### src/rtl/div_iter_unit.sv
// Iterative radix-2 restoring divider for RV32M DIV/DIVU/REM/REMU, one quotient bit per cycle via an external adder.
// Optional DIV_EARLY_OUT_EN: finish on the cycle after start when |rs1| < |rs2|.
module div_iter_unit #(
  parameter int XLEN = 32
) (
  input  logic            clk,
  input  logic            rst_n,
  input  logic            start,
  input  logic            kill,
  input  logic [1:0]      op,
  input  logic [XLEN-1:0] rs1,
  input  logic [XLEN-1:0] rs2,
  output logic [XLEN-1:0] add_a,
  output logic [XLEN-1:0] add_b,
  output logic            add_cin,
  input  logic [XLEN-1:0] add_s,
  input  logic            add_cout,
  output logic            busy,
  output logic            done,
  output logic [XLEN-1:0] result
);

  localparam int CW = $clog2(XLEN);

  typedef enum logic [1:0] {S_IDLE, S_CALC, S_FIX, S_DONE} state_t;

  state_t          state_q, state_d;
  logic [XLEN-1:0] q_q, q_d, d_q, d_d, r_q, r_d, result_q, result_d;
  logic [CW-1:0]   cnt_q, cnt_d;
  logic [1:0]      op_q, op_d;
  logic            qneg_q, qneg_d, rneg_q, rneg_d;

  logic            signed_op, div_zero, ovf, take;
  logic [XLEN-1:0] abs_a, abs_b, sh;

  function automatic logic [XLEN-1:0] negate(input logic [XLEN-1:0] x);
    return ~x + XLEN'(1);
  endfunction

  always_comb begin
    signed_op = ~op[0];
    abs_a     = (signed_op & rs1[XLEN-1]) ? negate(rs1) : rs1;
    abs_b     = (signed_op & rs2[XLEN-1]) ? negate(rs2) : rs2;
    div_zero  = (rs2 == '0);
    ovf       = signed_op & (rs1 == {1'b1, {(XLEN-1){1'b0}}}) & (&rs2);
    sh        = {r_q[XLEN-2:0], q_q[XLEN-1]};
    // R msb set means the 33-bit shifted remainder already exceeds any divisor.
    take      = r_q[XLEN-1] | add_cout;

    add_a   = '0;
    add_b   = '0;
    add_cin = 1'b0;
    if (state_q == S_CALC) begin
      add_a   = sh;
      add_b   = ~d_q;
      add_cin = 1'b1;
    end

    state_d  = state_q;
    q_d      = q_q;
    d_d      = d_q;
    r_d      = r_q;
    cnt_d    = cnt_q;
    op_d     = op_q;
    qneg_d   = qneg_q;
    rneg_d   = rneg_q;
    result_d = result_q;

    if (kill) begin
      state_d = S_IDLE;
    end else begin
      unique case (state_q)
        S_IDLE, S_DONE: begin
          state_d = S_IDLE;
          if (start) begin
            q_d    = abs_a;
            d_d    = abs_b;
            r_d    = '0;
            cnt_d  = '0;
            op_d   = op;
            qneg_d = signed_op & (rs1[XLEN-1] ^ rs2[XLEN-1]) & ~div_zero;
            rneg_d = signed_op & rs1[XLEN-1];
            if (div_zero) begin
              result_d = op[1] ? rs1 : '1;
              state_d  = S_DONE;
            end else if (ovf) begin
              result_d = op[1] ? '0 : rs1;
              state_d  = S_DONE;
            end
`ifdef DIV_EARLY_OUT_EN
            else if (abs_a < abs_b) begin
              result_d = op[1] ? rs1 : '0;
              state_d  = S_DONE;
            end
`endif
            else begin
              state_d = S_CALC;
            end
          end
        end
        S_CALC: begin
          r_d   = take ? add_s : sh;
          q_d   = {q_q[XLEN-2:0], take};
          cnt_d = cnt_q + CW'(1);
          if (cnt_q == CW'(XLEN-1)) state_d = S_FIX;
        end
        S_FIX: begin
          result_d = op_q[1] ? (rneg_q ? negate(r_q) : r_q)
                             : (qneg_q ? negate(q_q) : q_q);
          state_d  = S_DONE;
        end
        default: state_d = S_IDLE;
      endcase
    end
  end

  always_ff @(posedge clk or negedge rst_n) begin
    if (!rst_n) begin
      state_q  <= S_IDLE;
      q_q      <= '0;
      d_q      <= '0;
      r_q      <= '0;
      cnt_q    <= '0;
      op_q     <= '0;
      qneg_q   <= 1'b0;
      rneg_q   <= 1'b0;
      result_q <= '0;
    end else begin
      state_q  <= state_d;
      q_q      <= q_d;
      d_q      <= d_d;
      r_q      <= r_d;
      cnt_q    <= cnt_d;
      op_q     <= op_d;
      qneg_q   <= qneg_d;
      rneg_q   <= rneg_d;
      result_q <= result_d;
    end
  end

  assign busy   = (state_q == S_CALC) || (state_q == S_FIX);
  assign done   = (state_q == S_DONE);
  assign result = result_q;

endmodule

### config.mk
export PLATFORM = sky130hd
export DESIGN_NAME = div_iter_unit
export DESIGN_NICKNAME = d
export VERILOG_FILES = /design/src/rtl/div_iter_unit.sv
export SDC_FILE = /design/constraint.sdc
export NUM_CORES = 1
export LEC_CHECK = 0
export BUFFER_PORTS_ARGS = -buffer_cell sky130_fd_sc_hd__buf_4
export CORE_ASPECT_RATIO = 1.5
export CORE_MARGIN = 3
export CORE_UTILIZATION = 40
export DETAILED_ROUTE_END_ITERATION = 10
export MAX_ROUTING_LAYER = met4
export PLACE_DENSITY_LB_ADDON = 0.05
export SETUP_SLACK_MARGIN = 0.1
export SYNTH_ARGS = -nofsm -noshare
export SYNTH_HDL_FRONTEND = slang
export SYNTH_SLANG_ARGS = --single-unit
### constraint.sdc
create_clock -name clk -period 3.2 [get_ports clk]
set_input_delay 0.96 -clock clk [delete_from_list [all_inputs] [get_ports clk]]
set_output_delay 0.96 -clock clk [all_outputs]
set_load 0.1 [all_outputs]
==> results of run 1 <==
-- worst max path at each step --
| stage | to | slack (ns) |
|---|---|---|
| 2_1_floorplan | add_a[23] | 0.11 |
| 3_3_place_gp | result[12] | -0.08 |
| 3_5_place_dp | result[12] | -0.10 |
| 4_1_cts | add_b[31] | 0.14 |
| 5_1_grt | add_a[31] | 0.12 |
| 6_report | add_a[31] | 0.24 |
-- cells in the final DEF (no fill, tap or decap), types with 11 or more instances in the layout --
cell type and n:
a21oi_1 60, o211ai_1 20, xnor2_1 51, a211oi_1 17, nor2_1 58, o41ai_1 17
nor2_4 31, inv_1 18, mux2i_1 45, or2_2 11, dfrtp_1 138, or4_1 12
nand2_1 167, nor3_1 30, buf_4 291, clkbuf_16 17, o21ai_0 150, a21o_1 15
or3_1 20, nand4_1 16, and2_1 30, nand3_1 22, o31ai_1 33, xor2_1 55
-- power by group --
group          internal [mW]  switching (mW)  total, mW  leakage, nW
combinational           2.52            5.99       8.50         3.78
clock                   1.47           0.795       2.27        0.325
sequential              2.46           0.957       3.41         1.77
total                   6.45            7.74       14.2         5.88
-- metal layers --
metal,track usage,up-vias,wire length (microns)
met3,0.0443,60,1670
met4,0.0953,0,978
met2,0.473,289,17700
met5,-,-,0
met1,0.317,4678,14000
li1,-,4807,-
-- final cells by class --
cell class | count | area (sq um)
Multi-Input combinational cell | 970 | 6170
Inverter | 19 | 72.6
Timing Repair Buffer | 301 | 2370
Fill cell | 2335 | 10700
Clock buffer | 18 | 439
Sequential cell | 138 | 3450
Clock inverter | 14 | 225
Tap cell | 319 | 399
-- cell families (layout without fill, tap and decap cells) --
| logic type | count (synthesis) | count (layout) |
|---|---|---|
| buffers and inverters | 102 | 352 |
| xor gates and xnor gates | 106 | 106 |
| adders and majority gates | 10 | 10 |
| DFF | 138 | 138 |
| muxes | 47 | 47 |
| and+or+nand+nor | 446 | 446 |
| AOI/OAI and AO/OA | 361 | 361 |
-- stage by stage --
step | hold WS [ns] | TNS [ns] | setup WS, ns
global route | 0.505 | 0 | 0.115
finish | 0.468 | 0 | 0.235
CTS | 0.482 | 0 | 0.142
floorplan | 0.445 | 0 | 0.106
global placement | 0.455 | -0.902 | -0.0771
detailed placement | 0.468 | -1.61 | -0.105
-- timing repair --
item | CTS | global route
hold buffers | 0 | 0
resized for setup | 0 | 1
endpoints found under the setup margin | 0 | 2
setup buffers | 0 | 0
-- flip-flops by register name, indices dropped and copies added (netlist names) --
register and count:
q_q 32, d_q 32, result 32, state_q 2, r_q 32, op_q 1, qneg_q 1, rneg_q 1
cnt_q 5
==> impl_metrics.ini, run 1 <==
[outcome]
status = complete, no violations

[sta]
fmax_mhz = 337
tightest_slew_ns = 0.764
slew_violations = 0
clock_skew_ns = 0.00725
hold_viol_final = 0
finalSetupViolCount = 0
slew_headroom = 0.491
rsz0062_at_grt = no
min_period_ns = 2.96
period_share = 0.926

[finish]
syn_to_final_growth_pct = 34.7
layout.nets = 1560
diodes = 0
design_area_sq_um = 13100
final_util = 0.551
layout-drive-gt1-share = 0.268
fin_cells = 1779

[setup_path]
slowest_stage = dfrtp_1
path_cells = inv_1 > ha_4 > buf_4 > and2_2 > buf_4
cp.depth = 5
r2r_start = r_q[10]
reg2reg_to = result[31]
required_ns = 2.24
rr_worst_depth = 7
crit_start = state_q[1]
crit_family = buffers and inverters
worst-path-buf-inv = 3
cpMostUsedCell = buf_4
critPathCaptureType = output pin
path_class = flip-flop to output pin
cpPeakStageDelay_ns = 0.41
critPathLaunchType = flip-flop
regToRegSetupSlack_ns = 0.26
crit_fanout = 45
critPathArrivalTime_ns = 2.00

[worst_hold_path]
hp-class = primary input to asynchronous set/reset pin

[yosys]
synthSimpleGateAreaFrac = 0.219
synthesis.area_per_instance_sq_um = 8.05
synth_fa_ha_area_frac = 0.0128
netlist_area_sq_um = 9750
syn_nets = 1323
synth_enable_flop_cells = 0
syn_inst = 1210
synth_flop_cell = dfrtp_1
synth_cell_types = 62
synthTopCellsByCount = 167 x nand2_1, 151 x o21ai_0, 138 x dfrtp_1
ys_ff_latch = 138
muxShareOfSynthArea = 0.0485
synth-compound-area-share = 0.228
ys_warn_count = 0
synth_top_area_frac = 0.354
synth_xor_area_frac = 0.0953
async_reset_ff_frac = 1.00
synth_most_common_cell = nand2_1
synth_top_family_by_area = compound AO/OA/AOI/OAI gates
ys_top_cells_by_area = dfrtp_1 35%, o21ai_0 7.8%, nand2_1 6.4%
seq_area_frac_synth = 0.354
synth_area_leader_cell = dfrtp_1

[drt]
via_per_inst = 5.53
antenna_left = 0
drt_wl_total_microns = 34300
via_count = 9834
firstDrtPassIters = 5
drt_iter0_drc = 520
drt-wirelength-per-cell_microns = 19.3
drc = 0

[floorplan]
coreArea_sq_um = 23800
pin_count = 202
rows = 69
die_area_sq_um = 26300
die_h_microns = 197
die_w_microns = 133
start_util = 0.409

[grt]
grtUsageTotal = 0.271
overflow = 0
grt_pass1_wl_microns = 55100
antenna_found_initial = 0
grt_pass1_vias = 9957
grt_max_degree = 68

[flow_run]
maxCapViolations = 0

[clocking]
cts_root_buf = clkbuf_16
clock_sinks = 138
clk-insertion-delay-late_ns = 0.43
cts_tree = done
htreeDepth = 4
clkTransAtPathRegs_ns = 0.06
ctsLongestPathBuffers = 2
cts-buffers-inserted = 17

[place]
port_buffers = 201
place_hpwl_microns = 26700
placed_cell_area_sq_um = 12500
dp.cells = 1747
gp_congestion = 0.922

[power]
power_density_nw_per_um2 = 1080
leakage_nw = 5.88
power.total_mw = 14.2
vdd_drop_max_v = 0.000656
No activity file was read; power rests on OpenSTA's default activity.
==> run 2: changes to the inputs <==
clock period = 3.3 ns   (was 3.2 ns; I/O delays follow)
==> run 2 against run 1 <==
Against the previous run:
- first-iteration DRC count is 11% higher
- count of clock-buffer cells in the layout stayed put
- non-clock buffer count is 13 lower
==> impl_metrics.ini, run 2 (same netlist as run 1, synthesis figures left out) <==
[outcome]
status = complete, no violations

[worst_hold_path]
hp-class = flip-flop to flip-flop
hold_depth = 1

[grt]
grt_max_degree = 68
antenna_found_initial = 0
grtUsageTotal = 0.277
grt_pass1_wl_microns = 55900
overflow = 0
grt_pass1_vias = 10100

[setup_path]
rr_worst_depth = 7
slowest_stage = or4_4
critPathArrivalTime_ns = 3.26
critPathCaptureType = flip-flop
cpPeakStageDelay_ns = 0.58
crit_fanout = 9
critPathLaunchType = flip-flop
path_cells = or4_4 > or3_4 > or3_1 > nand2_1 > o41ai_1 > a2111oi_0 > o21ai_0
required_ns = 3.59
path_class = flip-flop to flip-flop

[place]
port_buffers = 201
gp_congestion = 0.928
placed_cell_area_sq_um = 12300
place_hpwl_microns = 27100

[drt]
via_per_inst = 5.60
antenna_left = 0
drt-wirelength-per-cell_microns = 19.8
drc = 0
via_count = 9891
firstDrtPassIters = 5
drt_wl_total_microns = 34900
drt_iter0_drc = 576

[finish]
syn_to_final_growth_pct = 32.8
n_fill_cell = 2369
layout.nets = 1547
diodes = 0
layout-drive-gt1-share = 0.261
layout_commonest_cell = buf_4
design_area_sq_um = 12900
final_util = 0.543
final_cell_mix = 281 x buf_4, 167 x nand2_1, 150 x o21ai_0, 138 x dfrtp_1, 60 x a21oi_1

[clocking]
htreeDepth = 4
ctsLongestPathBuffers = 2
clk-insertion-delay-late_ns = 0.44
clock_sinks = 138
hold_buffers = 0
cts-buffers-inserted = 17
cts_root_buf = clkbuf_16
clkTransAtPathRegs_ns = 0.06
cts_tree = done

[sta]
fmax_mhz = 337
hold_slack_ns = 0.478
slew_violations = 0
clock_skew_ns = 0.00897
tightest_slew_ns = 0.850
min_period_ns = 2.97
hold_viol_final = 0
rsz0062_at_grt = no
slew_headroom = 0.433
period_share = 0.899
finalSetupViolCount = 0

[floorplan]
die_h_microns = 197
start_util = 0.409
die_area_sq_um = 26300
die_w_microns = 133
coreArea_sq_um = 23800
rows = 69
pin_count = 202

[power]
leakage_nw = 5.74
vdd_drop_max_v = 0.000721
power_density_nw_per_um2 = 1050

[flow_run]
maxCapViolations = 0
[run 2: through the flow]
step	setup WS, ns	power, mW	TNS (ns)	std cells
2_1_floorplan	-0.0867	9.28	-1.73	1210
3_3_place_gp	-0.0455	11.6	-0.222	1734
3_5_place_dp	-0.0518	11.6	-0.272	1734
4_1_cts	0.134	13.7	0	1766
5_1_grt	0.218	14.4	0	1766
6_report	0.332	13.6	0	1766
[run 2: worst paths after layout]
check                      startpoint          to  slack [ns]
setup / recovery               r_q[4]  result[31]        0.33
hold / removal             result[10]  result[10]        0.48
setup reg to reg               r_q[4]  result[31]        0.33
hold reg to reg            result[10]  result[10]        0.48
max in group asynchronous       rst_n     d_q[25]        2.10
min in group asynchronous       rst_n     r_q[27]        0.54
[run 2: where the power goes]
part,switching (mW),internal (mW)
Sequential,0.919,2.38
Clock,0.801,1.21
Combinational,5.84,2.43
Total,7.56,6.02
[run 2: worst max-delay path, delay by kind of cell, from the launching register on]
family / cells / cell delay (ns)
simple gates: 4 / 1.59
compound gates: 3 / 0.75
flops: 1 / 0.48
[run 2: layer usage]
metal | track usage | share of wire
met2 | 0.489 | 0.52
met1 | 0.319 | 0.39
met4 | 0.0923 | 0.030
met3 | 0.0466 | 0.052
met5 | - | 0
[run 2: timing repair]
item | CTS | global route
setup buffers | 0 | 0
gates resized for setup | 0 | 1
endpoints found under the setup margin | 0 | 8
endpoints found under the hold margin | 0 | 0
[run 2: area by class of cell]
class | instances | area [sq um] | share of cell area
clock buffer | 18 | 439 | 0.0339
multi-input combinational | 970 | 6160 | 0.476
clock inverter | 14 | 173 | 0.0133
timing repair buffer | 288 | 2240 | 0.173
sequential | 138 | 3450 | 0.267
tap | 319 | 399 | 0.0308
inverter | 19 | 73.8 | 0.00570
==> run 3: changes to the inputs <==
BUFFER_PORTS_ARGS = -buffer_cell sky130_fd_sc_hd__buf_2   (was -buffer_cell sky130_fd_sc_hd__buf_4)
==> run 3 against run 2 <==
Against the previous run:
- critical path type is now flip-flop to output pin
- combinational power rose by 3.3%
- critical endpoint is now add_a[12]
- via count is 1.0% lower
- global-route usage fell by 0.88 points
- maximum frequency down 3.5%
- clock power is 2% lower
==> impl_metrics.ini, run 3 (same netlist as run 1, synthesis figures left out) <==
[finish]
final_util = 0.546
final_cell_mix = 167 x nand2_1, 161 x buf_2, 150 x o21ai_0, 138 x dfrtp_1, 89 x buf_4
layout.nets = 1555
layout_commonest_cell = nand2_1
layout-drive-gt1-share = 0.262
syn_to_final_growth_pct = 33.5

[setup_path]
critPathCapture = add_a[12]
path_cells = inv_1 > ha_4 > buf_4 > and2_1 > buf_2
regToRegSetupSlack_ns = 0.42
required_ns = 2.31
crit_start = state_q[1]
critPathArrivalTime_ns = 2.09
cpPeakStageDelay_ns = 0.42
r2r_start = r_q[10]
crit_fanout = 43
slowest_stage = dfrtp_1
critPathLaunchType = flip-flop
rr_worst_depth = 7
reg2reg_to = result[31]
path_class = flip-flop to output pin
critPathCaptureType = output pin

[power]
vdd_drop_max_v = 0.000723
power_density_nw_per_um2 = 1060
leakage_nw = 5.80

[worst_hold_path]
hp-class = flip-flop to flip-flop

[sta]
rsz0062_at_grt = no
clock_skew_ns = 0.00611
slew_headroom = 0.311
min_period_ns = 3.08
fmax_mhz = 325
finalSetupViolCount = 0
slew_violations = 0
tightest_slew_ns = 1.03
finalSetupTns_ns = 0
fin_ws_ns = 0.223
hold_viol_final = 0
period_share = 0.932

[clocking]
htreeDepth = 4
hold_buffers = 0
cts-buffers-inserted = 17
clock_sinks = 138
ctsLongestPathBuffers = 2
clk-insertion-delay-late_ns = 0.43
cts_tree = done
cts_root_buf = clkbuf_16
clkTransAtPathRegs_ns = 0.06

[drt]
drt-wirelength-per-cell_microns = 19.1
via_count = 9789
drt_iter0_drc = 537
drc = 0
firstDrtPassIters = 5
antenna_left = 0
drt_wl_total_microns = 34000
via_per_inst = 5.51

[floorplan]
die_h_microns = 197
coreArea_sq_um = 23800
start_util = 0.409
rows = 69
die_w_microns = 133
pin_count = 202
die_area_sq_um = 26300

[grt]
grt_pass1_wl_microns = 54100
antenna_found_initial = 3
overflow = 0
grt_max_degree = 68
grt_pass1_vias = 9780
grtUsageTotal = 0.268

[outcome]
status = complete, no violations

[place]
place_hpwl_microns = 26500
port_buffers = 201
gp_congestion = 0.947
dp_slack_ns = -0.218

[flow_run]
maxCapViolations = 0
-- run 3: cell types whose count changed in the layout (fill, tap and decap cells not counted), moves of 4 or more --
cell and delta:
buf_12 +34, buf_2 +161, buf_4 -192, clkbuf_1 +5, clkbuf_4 +5, clkinv_2 +4
clkinvlp_4 -7
-- run 3: how the worst min path moves through the flow --
stage              start   endpoint  slack [ns]  cells past startpoint
4_1_cts        result[4]  result[4]        0.48                      1
2_1_floorplan   cnt_q[4]   cnt_q[4]        0.45                      2
5_1_grt        result[2]  result[2]        0.50                      1
3_5_place_dp   result[4]  result[4]        0.46                      1
3_3_place_gp    cnt_q[4]   cnt_q[4]        0.46                      2
6_report       result[4]  result[4]        0.47                      1
-- run 3: report_power, final --
part | total, mW | switching (mW) | internal (mW)
clock | 1.96 | 0.734 | 1.22
combinational | 8.54 | 5.89 | 2.65
sequential | 3.30 | 0.919 | 2.38
total | 13.8 | 7.54 | 6.26
-- run 3: metrics by stage --
| stage | instances | hold WS (ns) | power [mW] | cell area, sq um |
|---|---|---|---|---|
| final | 1777 | 0.471 | 13.8 | 13000 |
| after global routing | 1777 | 0.496 | 14.6 | 13000 |
| after CTS | 1774 | 0.477 | 13.9 | 13000 |
| after detailed placement | 1742 | 0.465 | 11.9 | 12400 |
| after global placement | 1742 | 0.456 | 11.8 | 12400 |
| after floorplan | 1210 | 0.445 | 9.28 | 9990 |
-- run 3: final cells by class --
class / count / area (sq um)
Tap cell: 319 / 399
Antenna cell: 3 / 7.51
Clock buffer: 24 / 472
Clock inverter: 8 / 118
Fill cell: 2347 / 10800
Inverter: 19 / 72.6
Timing Repair Buffer: 296 / 2320
Multi-Input combinational cell: 970 / 6170
Sequential cell: 138 / 3450
-- run 3: timing repair --
item	4_1_cts	5_1_grt
setup endpoints to repair	0	11
gates resized for setup	0	6
buffers inserted	0	0
-- run 3: critical path, delay by kind of cell (launching register included) --
| kind | cells | cell delay (ns) |
|---|---|---|
| DFF | 1 | 0.42 |
| adders and majority gates | 1 | 0.13 |
| and+or+nand+nor | 1 | 0.19 |
| buffers and inverters | 3 | 0.89 |
-- run 3: metal layers --
layer / GRT usage / vias up / routed length (microns) / part of all wire
met2: 0.464 / 292 / 17500 / 0.52
met5: - / - / 0 / 0
met1: 0.317 / 4637 / 13900 / 0.41
met3: 0.0420 / 50 / 1610 / 0.047
met4: 0.0904 / 0 / 900 / 0.027
li1: - / 4810 / - / -
